$ cat config.mk
export PLATFORM = sky130hd
export DESIGN_NAME = commit_trace_buffer
export DESIGN_NICKNAME = d
export VERILOG_FILES = /design/src/rtl/commit_trace_buffer_pkg.sv /design/src/rtl/commit_trace_buffer_trace_ram.sv /design/src/rtl/commit_trace_buffer.sv
export SDC_FILE = /design/constraint.sdc
export NUM_CORES = 1
export LEC_CHECK = 0
export BUFFER_PORTS_ARGS = -buffer_cell sky130_fd_sc_hd__buf_2
export CAP_MARGIN = 0
export CORE_MARGIN = 1.5
export CORE_UTILIZATION = 36
export CTS_CLUSTER_SIZE = 16
export DETAILED_ROUTE_END_ITERATION = 8
export HOLD_SLACK_MARGIN = 0.1
export SYNTH_ARGS = -nofsm -noshare
export SYNTH_HDL_FRONTEND = slang
export SYNTH_SLANG_ARGS = --single-unit
export TNS_END_PERCENT = 30
$ cat constraint.sdc
create_clock -name clk -period 14.5 [get_ports clk]
set_clock_uncertainty 0.15 [all_clocks]
set_input_delay 4.35 -clock clk [delete_from_list [all_inputs] [get_ports clk]]
set_output_delay 4.35 -clock clk [all_outputs]
set_load 0.005 [all_outputs]
$ cat src/rtl/commit_trace_buffer_pkg.sv
// rtl/commit_trace_buffer_pkg.sv - shared types and constants for the retirement trace buffer
package commit_trace_buffer_pkg;

    typedef enum logic [1:0] {
        ST_IDLE   = 2'b00,
        ST_ARMED  = 2'b01,
        ST_POST   = 2'b10,
        ST_FROZEN = 2'b11
    } state_t;

    localparam logic [1:0] TRIG_NONE    = 2'b00;
    localparam logic [1:0] TRIG_PC      = 2'b01;
    localparam logic [1:0] TRIG_RD      = 2'b10;
    localparam logic [1:0] TRIG_RD_DATA = 2'b11;

    localparam int TRACE_XLEN = 32;
    localparam int TRACE_RA_W = 5;

    // Field order matches the packed storage word {pc, rd, data, reg_write}
    typedef struct packed {
        logic [TRACE_XLEN-1:0] pc;
        logic [TRACE_RA_W-1:0] rd;
        logic [TRACE_XLEN-1:0] data;
        logic                  reg_write;
    } trace_entry_t;

endpackage

$ cat src/rtl/commit_trace_buffer_trace_ram.sv
// rtl/commit_trace_buffer_trace_ram.sv - trace storage with synchronous write and registered read
module trace_ram
    import commit_trace_buffer_pkg::*;
#(
    parameter int DEPTH = 16,
    parameter int WIDTH = 70
) (
    input  logic                     clk,
    input  logic                     i_clr,
    input  logic                     i_we,
    input  logic [$clog2(DEPTH)-1:0] i_waddr,
    input  logic [WIDTH-1:0]         i_wdata,
    input  logic                     i_re,
    input  logic [$clog2(DEPTH)-1:0] i_raddr,
    output logic [WIDTH-1:0]         o_rdata
);

    logic [WIDTH-1:0] r_mem [DEPTH];
    logic [WIDTH-1:0] r_rdata;

    always_ff @(posedge clk) begin
        if (i_we) begin
            r_mem[i_waddr] <= i_wdata;
        end
    end

    // Read register holds its value between pops; only the output is cleared
    always_ff @(posedge clk) begin
        if (i_clr) begin
            r_rdata <= '0;
        end else if (i_re) begin
            r_rdata <= r_mem[i_raddr];
        end
    end

    assign o_rdata = r_rdata;

endmodule

$ cat src/rtl/commit_trace_buffer.sv
// rtl/commit_trace_buffer.sv - retirement trace capture buffer with trigger, post window and readout
module commit_trace_buffer
    import commit_trace_buffer_pkg::*;
#(
    parameter int DEPTH = 16,
    parameter int XLEN  = 32,
    parameter int RA_W  = 5,
    parameter int CNT_W = $clog2(DEPTH) + 1
) (
    input  logic             clk,
    input  logic             reset,
    input  logic             arm,
    input  logic             disarm,
    input  logic [1:0]       trig_mode,
    input  logic [XLEN-1:0]  trig_pc,
    input  logic [RA_W-1:0]  trig_rd,
    input  logic [XLEN-1:0]  trig_data,
    input  logic [CNT_W-1:0] post_count,
    input  logic             wb_valid,
    input  logic             wb_reg_write,
    input  logic [XLEN-1:0]  wb_pc,
    input  logic [RA_W-1:0]  wb_rd,
    input  logic [XLEN-1:0]  wb_data,
    input  logic             rd_req,
    output logic             rd_valid,
    output logic [XLEN-1:0]  rd_pc,
    output logic [RA_W-1:0]  rd_rd,
    output logic [XLEN-1:0]  rd_data,
    output logic             rd_reg_write,
    output logic [CNT_W-1:0] count,
    output logic [1:0]       state,
    output logic             triggered,
    output logic             overflow
);

    localparam int PTR_W   = $clog2(DEPTH);
    localparam int ENTRY_W = 2 * XLEN + RA_W + 1;

    state_t           r_state;
    state_t           w_next_state;
    logic [PTR_W-1:0] r_wr_ptr;
    logic [PTR_W-1:0] r_rd_ptr;
    logic [CNT_W-1:0] r_count;
    logic [CNT_W-1:0] r_post_left;
    logic [CNT_W-1:0] w_next_post_left;
    logic             r_triggered;
    logic             r_overflow;
    logic             r_rd_valid;

    logic             w_active;
    logic             w_match;
    logic             w_capture;
    logic             w_hit;
    logic             w_pop;
    logic             w_full;
    logic [ENTRY_W-1:0] w_rdata;

    assign w_active = (r_state == ST_ARMED) || (r_state == ST_POST);
    assign w_full   = (r_count == CNT_W'(DEPTH));

    always_comb begin
        w_match = 1'b0;
        case (trig_mode)
            TRIG_PC:      w_match = (wb_pc == trig_pc);
            TRIG_RD:      w_match = (wb_rd == trig_rd) && wb_reg_write;
            TRIG_RD_DATA: w_match = (wb_rd == trig_rd) && wb_reg_write && (wb_data == trig_data);
            default:      w_match = 1'b0;
        endcase
    end

    // arm and disarm outrank the trigger; a disarm cycle still captures its entry
    assign w_capture = w_active && wb_valid && !arm;
    assign w_hit     = (r_state == ST_ARMED) && wb_valid && w_match && !arm && !disarm;
    assign w_pop     = ((r_state == ST_IDLE) || (r_state == ST_FROZEN)) && rd_req
                       && (r_count != '0) && !arm;

    always_comb begin
        w_next_state     = r_state;
        w_next_post_left = r_post_left;
        if (arm) begin
            w_next_state = ST_ARMED;
        end else if (disarm && w_active) begin
            w_next_state = ST_FROZEN;
        end else if (w_hit) begin
            if (post_count == '0) begin
                w_next_state = ST_FROZEN;
            end else begin
                w_next_state     = ST_POST;
                w_next_post_left = post_count;
            end
        end else if ((r_state == ST_POST) && wb_valid) begin
            w_next_post_left = r_post_left - CNT_W'(1);
            if (r_post_left == CNT_W'(1)) begin
                w_next_state = ST_FROZEN;
            end
        end
    end

    always_ff @(posedge clk) begin
        if (reset) begin
            r_state     <= ST_IDLE;
            r_wr_ptr    <= '0;
            r_rd_ptr    <= '0;
            r_count     <= '0;
            r_post_left <= '0;
            r_triggered <= 1'b0;
            r_overflow  <= 1'b0;
            r_rd_valid  <= 1'b0;
        end else begin
            r_state     <= w_next_state;
            r_post_left <= w_next_post_left;
            r_rd_valid  <= w_pop;
            if (arm) begin
                r_wr_ptr    <= '0;
                r_rd_ptr    <= '0;
                r_count     <= '0;
                r_triggered <= 1'b0;
                r_overflow  <= 1'b0;
            end else begin
                if (w_hit) begin
                    r_triggered <= 1'b1;
                end
                // When full the oldest entry is dropped so the newest DEPTH survive
                if (w_capture) begin
                    r_wr_ptr <= r_wr_ptr + PTR_W'(1);
                    if (w_full) begin
                        r_rd_ptr   <= r_rd_ptr + PTR_W'(1);
                        r_overflow <= 1'b1;
                    end else begin
                        r_count <= r_count + CNT_W'(1);
                    end
                end
                if (w_pop) begin
                    r_rd_ptr <= r_rd_ptr + PTR_W'(1);
                    r_count  <= r_count - CNT_W'(1);
                end
            end
        end
    end

    trace_ram #(
        .DEPTH (DEPTH),
        .WIDTH (ENTRY_W)
    ) u_trace_ram (
        .clk     (clk),
        .i_clr   (reset | arm),
        .i_we    (w_capture && !reset),
        .i_waddr (r_wr_ptr),
        .i_wdata ({wb_pc, wb_rd, wb_data, wb_reg_write}),
        .i_re    (w_pop),
        .i_raddr (r_rd_ptr),
        .o_rdata (w_rdata)
    );

    assign {rd_pc, rd_rd, rd_data, rd_reg_write} = w_rdata;
    assign rd_valid  = r_rd_valid;
    assign count     = r_count;
    assign state     = r_state;
    assign triggered = r_triggered;
    assign overflow  = r_overflow;

endmodule

==> results_dict.tcl, run 1 <==
set metrics [dict create \
    status "finished clean" \
    nets 2600 \
    ctsResizeCount 0 \
    grt_max_degree 161 \
    synth_compound_area_frac 0.0116 \
    tightestPinTransition_ps 1270 \
    numCtsBuffers 130 \
    p_sw_frac 0.203 \
    synth_fp_nets 2295 \
    seq_power_share 0.523 \
    synth-simple-area-share 0.0226 \
    start_util 0.364 \
    finalCritPeriodShare 0.514 \
    syn_inst 2130 \
    cts_root_buffer "clkbuf_16" \
    coreArea_um2 128000 \
    drv_slew 0 \
    hold_buffers 0 \
    grt_pass1_vias 23700 \
    htreeDepth 4 \
    post_cts_buffers 0 \
    grt-ovfl-total 0 \
    drtIter0Drc 2271 \
    hold_violations 0 \
    syn_area_um2 46700 \
    vias 22600 \
    r2r_cells 7 \
    synth.avg_cell_area_um2 21.9 \
    drv_cap 0 \
    setup_tns_ps 0 \
    setup_viol 0 \
    reg2reg_to "u_trace_ram.o_rdata[8]" \
    pin_count 232 \
    ir_drop_uv 112 \
    grt_setup_unrepaired "false" \
    rows 131 \
    crit_path_end_kind "register" \
    holdPathStages 2 \
    area_delta_synth_final_pct 16.3 \
    min_path_type "reg -> reg" \
    hold_path_startpoint "overflow" \
    clockPowerShare 0.458 \
    hold-path-endpoint "overflow" \
    clk_pin_slew_worst_paths_ps 60 \
    arrival_ps 7860 \
    fillCellCount 11100 \
    die_w_um 363 \
    synth-adder-area-share 0.00365 \
    worstSetupPathType "in -> reg" \
    wirelength_um 119000 \
    yosysWarnings 0 \
    drc 0 \
    dpl_cell_area_um2 49900 \
    required_ps 14910 \
    clock_sinks 1213 \
    drtAntennaViolNets 0 \
    avgViaCountPerCell 5.28 \
    dieArea_um2 132000 \
    ys_seq_area_frac 0.760 \
    drive_above_1_share 0.319 \
    tritoncts "built" \
    dp_hpwl_um 63400 \
    grtUsageTotal 0.182 \
    final_core_util 0.423 \
    power_frac_comb 0.019 \
    synthMuxAreaShare 0.173 \
    synth-seq-cells 1213 \
    insertion_delay_ps 750 \
    routedWlPerCell_um 27.9 \
    power.total_w 0.00732 \
    cp-start-kind "primary input" \
    grt_pass1_wl_um 171000 \
    powerDensity_nw_per_um2 135 \
    min_period_ps 7450 \
    leakage_nw 16.9 \
    r2r-start "r_rd_ptr[0]" \
    clock_path_buffers 3 \
    fmax_mhz 134 \
    timing.hold.ws_ps 298 \
    fin_area_um2 54300 \
    slew_headroom 0.153 \
    die_h_um 363 \
    gp_congestion 0.777 \
    p_sw_w 0.00149 \
    p_int_w 0.00583 \
    synth-xor-area-share 0.0152 \
    r2r_slack_ps 9350 \
    synth_top_family_by_area "multiplexers" \
    cp_max_fo 17 \
    dr.pass1.iters 7 \
    antenna_found_initial 19 \
    portBuffers 231 \
    yosysUniqueCellTypes 42 \
]
per-stage QoR:
step | cells | worst slack (ps)
floorplan | 2130 | 3910
global placement | 4032 | 6440
detailed placement | 4032 | 6370
CTS | 4269 | 7180
global route | 4271 | 7060
finish | 4273 | 7050
worst max-delay path by stage:
stage	start	slack, ps	endpoint	depth (start not counted)
3_3_place_gp	wb_data[12]	6440	r_post_left[0]	8
2_1_floorplan	arm	3910	u_trace_ram.r_mem[3][0]	5
3_5_place_dp	wb_data[12]	6370	r_post_left[0]	8
6_report	wb_data[12]	7050	r_post_left[0]	8
5_1_grt	wb_data[12]	7060	r_post_left[0]	8
4_1_cts	wb_data[12]	7180	r_post_left[0]	8
final cells by class:
cell class | instances | area (µm²) | share of cell area
antenna | 4 | 10.0 | 0.000184
clock buffer | 165 | 3470 | 0.0640
clock inverter | 72 | 880 | 0.0162
inverter | 14 | 53.8 | 0.000991
multi-input combinational | 796 | 10700 | 0.196
sequential | 1213 | 35500 | 0.654
tap | 1729 | 2160 | 0.0399
timing repair buffer | 280 | 1540 | 0.0283
cell usage in the layout (no fill, tap or decap), types with 9 or more instances in the layout:
| cell type | synthesis | routed |
|---|---|---|
| mux4_1 | 38 | 38 |
| ha_1 | 12 | 12 |
| buf_2 | 17 | 231 |
| dfxtp_1 | 93 | 89 |
| nor4_1 | 18 | 18 |
| edfxtp_1 | 1120 | 1120 |
| buf_4 | 20 | 48 |
| xor2_1 | 72 | 72 |
| nor2_1 | 39 | 27 |
| mux4_2 | 312 | 312 |
| clkbuf_16 | 0 | 130 |
| bufinv_16 | 0 | 14 |
| nand2_1 | 158 | 158 |
| clkinv_2 | 0 | 19 |
| clkinv_1 | 0 | 18 |
| a21oi_1 | 83 | 83 |
| clkbuf_1 | 43 | 26 |
| nor2_4 | 0 | 12 |
| xnor2_1 | 9 | 9 |
| inv_1 | 13 | 13 |
| clkbuf_8 | 0 | 9 |
cells by family (layout without fill, tap and decap cells):
| group | after synthesis | in the layout |
|---|---|---|
| buf+inv | 121 | 531 |
| other cells | 0 | 4 |
| fa+ha+maj | 13 | 13 |
| compound gates | 101 | 101 |
| flops | 1213 | 1213 |
| mux | 353 | 353 |
| xor+xnor | 81 | 81 |
| simple gates | 248 | 248 |
Yosys cell counts:
library cell,count,area [µm²]
nand3_1,7,35.0
a211oi_1,1,7.51
clkbuf_1,43,161
o21a_1,1,7.51
nand3b_1,1,7.51
buf_2,17,85.1
nand2_1,158,593
edfxtp_1,1120,33600
ha_1,12,150
nor2b_1,3,18.8
nor3_1,7,35.0
o21ai_2,1,8.76
nor2_1,39,146
o221ai_1,1,8.76
a21boi_0,2,15.0
a21oi_1,83,415
nand4bb_1,1,11.3
dfxtp_1,93,1860
inv_1,13,48.8
mux4_1,38,998
xnor2_1,9,78.8
mux4_2,312,7030
inv_2,1,3.75
buf_4,20,150
mux2i_1,2,20.0
mux2_2,1,11.3
buf_6,11,124
o22ai_1,2,12.5
o221a_2,1,11.3
nand2b_1,3,18.8
or2_2,1,6.26
xor2_1,72,631
fa_1,1,20.0
buf_1,15,56.3
nand4b_1,2,17.5
nand4_1,6,37.5
a31oi_1,3,18.8
a21o_1,2,15.0
or4_1,2,15.0
buf_12,1,20.0
nor4_1,18,113
o21ai_0,4,20.0
routing by layer:
| metal | track usage | routed length [µm] |
|---|---|---|
| met5 | 0 | 117 |
| met4 | 0.0496 | 2460 |
| met3 | 0.0398 | 7850 |
| met2 | 0.304 | 59400 |
| met1 | 0.240 | 49200 |
registers in the layout (all words and copies together) (netlist names):
| signal | count |
|---|---|
| count | 5 |
| overflow | 1 |
| r_post_left | 5 |
| r_rd_ptr | 4 |
| r_wr_ptr | 4 |
| rd_valid | 1 |
| state | 2 |
| triggered | 1 |
| u_trace_ram.o_rdata | 70 |
| u_trace_ram.r_mem | 1120 |
critical path, stage by stage:
cell and delay, ps:
buf_2 260, xor2_1 220, nor4_1 600, nand4_1 240
o21ai_0 880, a21oi_1 640, mux2i_1 470, o221ai_1 180
power groups by stage:
stage | registers (W) | logic [W] | clock network (W)
floorplan | 0.00390 | 0.0000387 | 0
global placement | 0.00390 | 0.000137 | 0
detailed placement | 0.00390 | 0.000143 | 0
CTS | 0.00382 | 0.000143 | 0.00343
global route | 0.00382 | 0.000152 | 0.00356
finish | 0.00382 | 0.000141 | 0.00335
No activity file was read; power rests on OpenSTA's default activity.
==> inputs of run 2 (changes only) <==
- clock period: 14.5 -> 7.1 ns (I/O delays scaled with it)
==> results_dict.tcl, run 2 (synthesis results as in run 1) <==
set metrics [dict create \
    final_core_util 0.424 \
    fin_area_um2 54400 \
    slew_headroom 0.171 \
    grt_pass1_vias 23600 \
    htreeDepth 4 \
    antenna_found_initial 17 \
    r2r_slack_ps 3390 \
    drv_cap 0 \
    numCtsBuffers 131 \
    final_cell_mix "edfxtp_1, mux4_2, buf_2" \
    hold_path_startpoint "u_trace_ram.o_rdata[0]" \
    status "finished clean" \
    powerDensity_nw_per_um2 275 \
    drive_above_1_share 0.321 \
    finalCritPeriodShare 0.676 \
    startpoint "arm" \
    vias 22600 \
    start_util 0.364 \
    tightestPinTransition_ps 1240 \
    drc 0 \
    gp_congestion 0.767 \
    ir_drop_uv 221 \
    dieArea_um2 132000 \
    reg2reg_to "r_post_left[0]" \
    wirelength_um 117000 \
    drtAntennaViolNets 0 \
    dp_slack_ps 1630 \
    area_delta_synth_final_pct 16.6 \
    cts_root_buffer "clkbuf_16" \
    dpl_cell_area_um2 50100 \
    hold_buffers 0 \
    avgViaCountPerCell 5.29 \
    clk_pin_slew_worst_paths_ps 60 \
    top_register "u_trace_ram.r_mem" \
    grt_pass1_wl_um 167000 \
    grtUsageTotal 0.178 \
    grt_setup_unrepaired "false" \
    hold_violations 0 \
    grt-ovfl-total 0 \
    layout_setup_ws_ps 2300 \
    rows 131 \
    grt_max_degree 145 \
    coreArea_um2 128000 \
    setup_viol 0 \
    min_period_ps 4800 \
    nets 2607 \
    dr.pass1.iters 5 \
    drv_slew 0 \
    r2r-start "state[0]" \
    crit_path_end_kind "register" \
    dp_hpwl_um 65100 \
    portBuffers 231 \
    min_path_type "reg -> reg" \
    drtIter0Drc 2367 \
    tritoncts "built" \
    routedWlPerCell_um 27.3 \
    layout_commonest_cell "edfxtp_1" \
    fillCellCount 11200 \
    ctsResizeCount 0 \
    hold-path-endpoint "u_trace_ram.o_rdata[0]" \
    pin_count 232 \
    arrival_ps 5220 \
    worstSetupPathType "in -> reg" \
    insertion_delay_ps 740 \
    largest_reg_flops 1120 \
    cp-start-kind "primary input" \
    timing.hold.ws_ps 301 \
    clock_path_buffers 3 \
    holdPathStages 2 \
    post_cts_buffers 0 \
    die_w_um 363 \
    cp_max_fo 16 \
    die_h_um 363 \
    r2r_cells 8 \
    fmax_mhz 208 \
    required_ps 7530 \
    clock_sinks 1213 \
    leakage_nw 16.9 \
]
[run 2: worst max path at each step]
| stage | endpoint | slack [ps] | depth (start not counted) |
|---|---|---|---|
| 4_1_cts | r_post_left[0] | 2420 | 9 |
| 3_3_place_gp | r_post_left[1] | 1120 | 9 |
| 3_5_place_dp | r_post_left[0] | 1630 | 8 |
| 2_1_floorplan | u_trace_ram.r_mem[0][0] | -1270 | 5 |
| 6_report | r_post_left[0] | 2300 | 8 |
| 5_1_grt | r_post_left[0] | 2270 | 8 |
[run 2: stage by stage]
stage	power, W	std cells	setup TNS (ps)
after floorplan	0.00804	2130	-177880
after global routing	0.0154	4281	0
after global placement	0.00824	4038	0
final	0.0149	4284	0
after detailed placement	0.00826	4038	0
after CTS	0.0151	4279	0
[run 2: worst max-delay path: stages]
cell and delay, ps:
buf_2 140, nand4bb_1 700, nor4_1 480, nand4_1 300, nor3_1 540, a21oi_2 300
mux2i_1 430, o221ai_1 180
[run 2: per-layer routing]
layer  share of wire  wire length (µm)  global-route usage  vias up
met5          0.0010               121                   0        -
met4           0.023              2700              0.0507       18
met3           0.073              8490              0.0428      176
met2            0.49             57100               0.289      820
met1            0.42             48700               0.240    12100
li1                -                 -                   -     9489
[run 2: where the power goes]
group	switching, W	internal (W)	total (W)	leakage [nW]
Sequential	0.00000465	0.00781	0.00781	10.8
Combinational	0.000214	0.0000772	0.000291	3.98
Clock	0.00277	0.00408	0.00685	2.12
Total	0.00299	0.0120	0.0149	16.9
[run 2: cell type report]
cell class,instances,area [µm²],share of cell area
clock buffer,171,3560,0.0655
tap,1729,2160,0.0398
timing repair buffer,286,1660,0.0304
clock inverter,70,782,0.0144
antenna,5,12.5,0.000230
sequential,1213,35500,0.653
inverter,14,55.1,0.00101
multi-input combinational,796,10700,0.196
==> inputs of run 3 (changes only) <==
- clock period: 7.1 -> 4.9 ns (I/O delays scaled with it)
==> results_dict.tcl, run 3 (synthesis results as in run 1) <==
set metrics [dict create \
    hold_violations 0 \
    die_h_um 363 \
    rows 131 \
    clockPowerShare 0.446 \
    area_delta_synth_final_pct 16.9 \
    dp_hpwl_um 64700 \
    r2r_slack_ps 1670 \
    required_ps 5380 \
    nets 2607 \
    r2r_cells 8 \
    finalCritPeriodShare 0.835 \
    grt_pass1_wl_um 171000 \
    grt_max_degree 80 \
    slew_headroom 0.244 \
    ctsResizeCount 0 \
    crit_path_end_kind "register" \
    hold-path-endpoint "overflow" \
    fillCellCount 11100 \
    power_frac_comb 0.020 \
    power.total_w 0.0212 \
    grtUsageTotal 0.182 \
    final_core_util 0.426 \
    arrival_ps 4570 \
    drive_above_1_share 0.320 \
    routedWlPerCell_um 28.0 \
    dr.pass1.iters 6 \
    p_sw_w 0.00426 \
    ir_drop_uv 304 \
    leakage_nw 16.9 \
    dieArea_um2 132000 \
    grt-ovfl-total 0 \
    layout_commonest_cell "edfxtp_1" \
    insertion_delay_ps 740 \
    route.met3.wl_um 9100 \
    antenna_found_initial 14 \
    worstSetupPathType "in -> reg" \
    cts_root_buffer "clkbuf_16" \
    cp-start-kind "primary input" \
    met2WireLength_um 59700 \
    grt_pass1_vias 23600 \
    hold_path_startpoint "overflow" \
    drv_cap 0 \
    hold_buffers 0 \
    fmax_mhz 244 \
    fin_area_um2 54600 \
    p_sw_frac 0.201 \
    htreeDepth 3 \
    start_util 0.364 \
    clk_pin_slew_worst_paths_ps 60 \
    tritoncts "built" \
    top_register "u_trace_ram.r_mem" \
    numCtsBuffers 121 \
    worstPathCellList "buf_2, xor2_1, nor4_1, nand4_1, o21ai_0, buf_4, a21oi_1, mux2i_1, o221a_2" \
    min_period_ps 4090 \
    status "finished clean" \
    drtAntennaViolNets 0 \
    min_path_type "reg -> reg" \
    wl_met1_um 48400 \
    seq_power_share 0.534 \
    drc 0 \
    coreArea_um2 128000 \
    post_cts_buffers 0 \
    gp_congestion 0.786 \
    cp_max_fo 17 \
    wirelength_um 120000 \
    tightestPinTransition_ps 1130 \
    largest_reg_flops 1120 \
    setup_viol 0 \
    slowest_delay_ps 880 \
    routed.top_layer "met5" \
    holdPathStages 2 \
    portBuffers 231 \
    reg2reg_to "r_post_left[0]" \
    vias 22700 \
    p_int_w 0.0169 \
    powerDensity_nw_per_um2 388 \
    clock_path_buffers 3 \
    avgViaCountPerCell 5.31 \
    r2r-start "state[0]" \
    cpMaxStageDelayCell "a21oi_1" \
    grt_setup_unrepaired "false" \
    die_w_um 363 \
    drtIter0Drc 2289 \
    dpl_cell_area_um2 50400 \
    pin_count 232 \
    clock_sinks 1213 \
    drv_slew 0 \
    final_cell_mix "edfxtp_1, mux4_2, buf_2" \
]
==> run 3: cell types whose count changed in the layout (fill, tap and decap cells not counted), moves of 2 or more <==
cell | before | now
clkinv_16 | 0 | 2
clkinv_1 | 16 | 20
buf_4 | 48 | 33
buf_12 | 7 | 32
inv_6 | 7 | 3
nor3_2 | 2 | 0
clkbuf_16 | 135 | 123
clkbuf_1 | 31 | 27
clkinvlp_4 | 5 | 9
nor3_4 | 2 | 4
==> run 3: how the worst max path moves through the flow <==
stage	from	to	slack (ps)	depth (start not counted)
floorplan	arm	u_trace_ram.r_mem[15][0]	-930	5
global placement	wb_pc[20]	r_post_left[1]	90	8
detailed placement	wb_data[13]	r_post_left[1]	3	9
CTS	wb_data[13]	r_post_left[1]	820	9
global route	wb_data[13]	r_post_left[1]	670	9
finish	wb_data[12]	r_post_left[1]	810	9
==> run 3: critical path: cells and delay by family <==
family	cells	cell delay [ps]
AOI/OAI and AO/OA	3	1370
xor gates and xnor gates	1	510
and+or+nand+nor	2	440
buffers and inverters	2	430
muxes	1	330
==> run 3: layer usage <==
metal	track usage	up-vias
met1	0.240	12200
met5	0	-
li1	-	9499
met2	0.304	883
met4	0.0509	12
met3	0.0395	180
==> run 3: power groups by stage <==
| stage | Combinational (W) | Clock (W) | Sequential (W) |
|---|---|---|---|
| after floorplan | 0.000115 | 0 | 0.0115 |
| after global placement | 0.000410 | 0 | 0.0115 |
| after detailed placement | 0.000428 | 0 | 0.0115 |
| after CTS | 0.000430 | 0.00962 | 0.0113 |
| after global routing | 0.000459 | 0.0100 | 0.0113 |
| final | 0.000426 | 0.00944 | 0.0113 |
==> run 3: cell type report <==
type / instances / area, µm² / share of cell area
inverters: 14 / 55.1 / 0.00101
clock buffers: 155 / 3250 / 0.0595
flip-flops and latches: 1213 / 35500 / 0.651
diodes: 4 / 10.0 / 0.000183
well taps: 1729 / 2160 / 0.0397
clock inverters: 76 / 851 / 0.0156
multi-input cells: 796 / 10700 / 0.196
repair buffers: 296 / 2040 / 0.0375
==> run 3: through the flow <==
step           instances  setup TNS [ps]  hold slack, ps  setup slack, ps
5_1_grt             4281               0             322              674
2_1_floorplan       2130         -962900             292             -935
3_5_place_dp        4048               0             294             2.99
6_report            4283               0             302              807
3_3_place_gp        4048               0             291             93.2
4_1_cts             4279               0             303              819
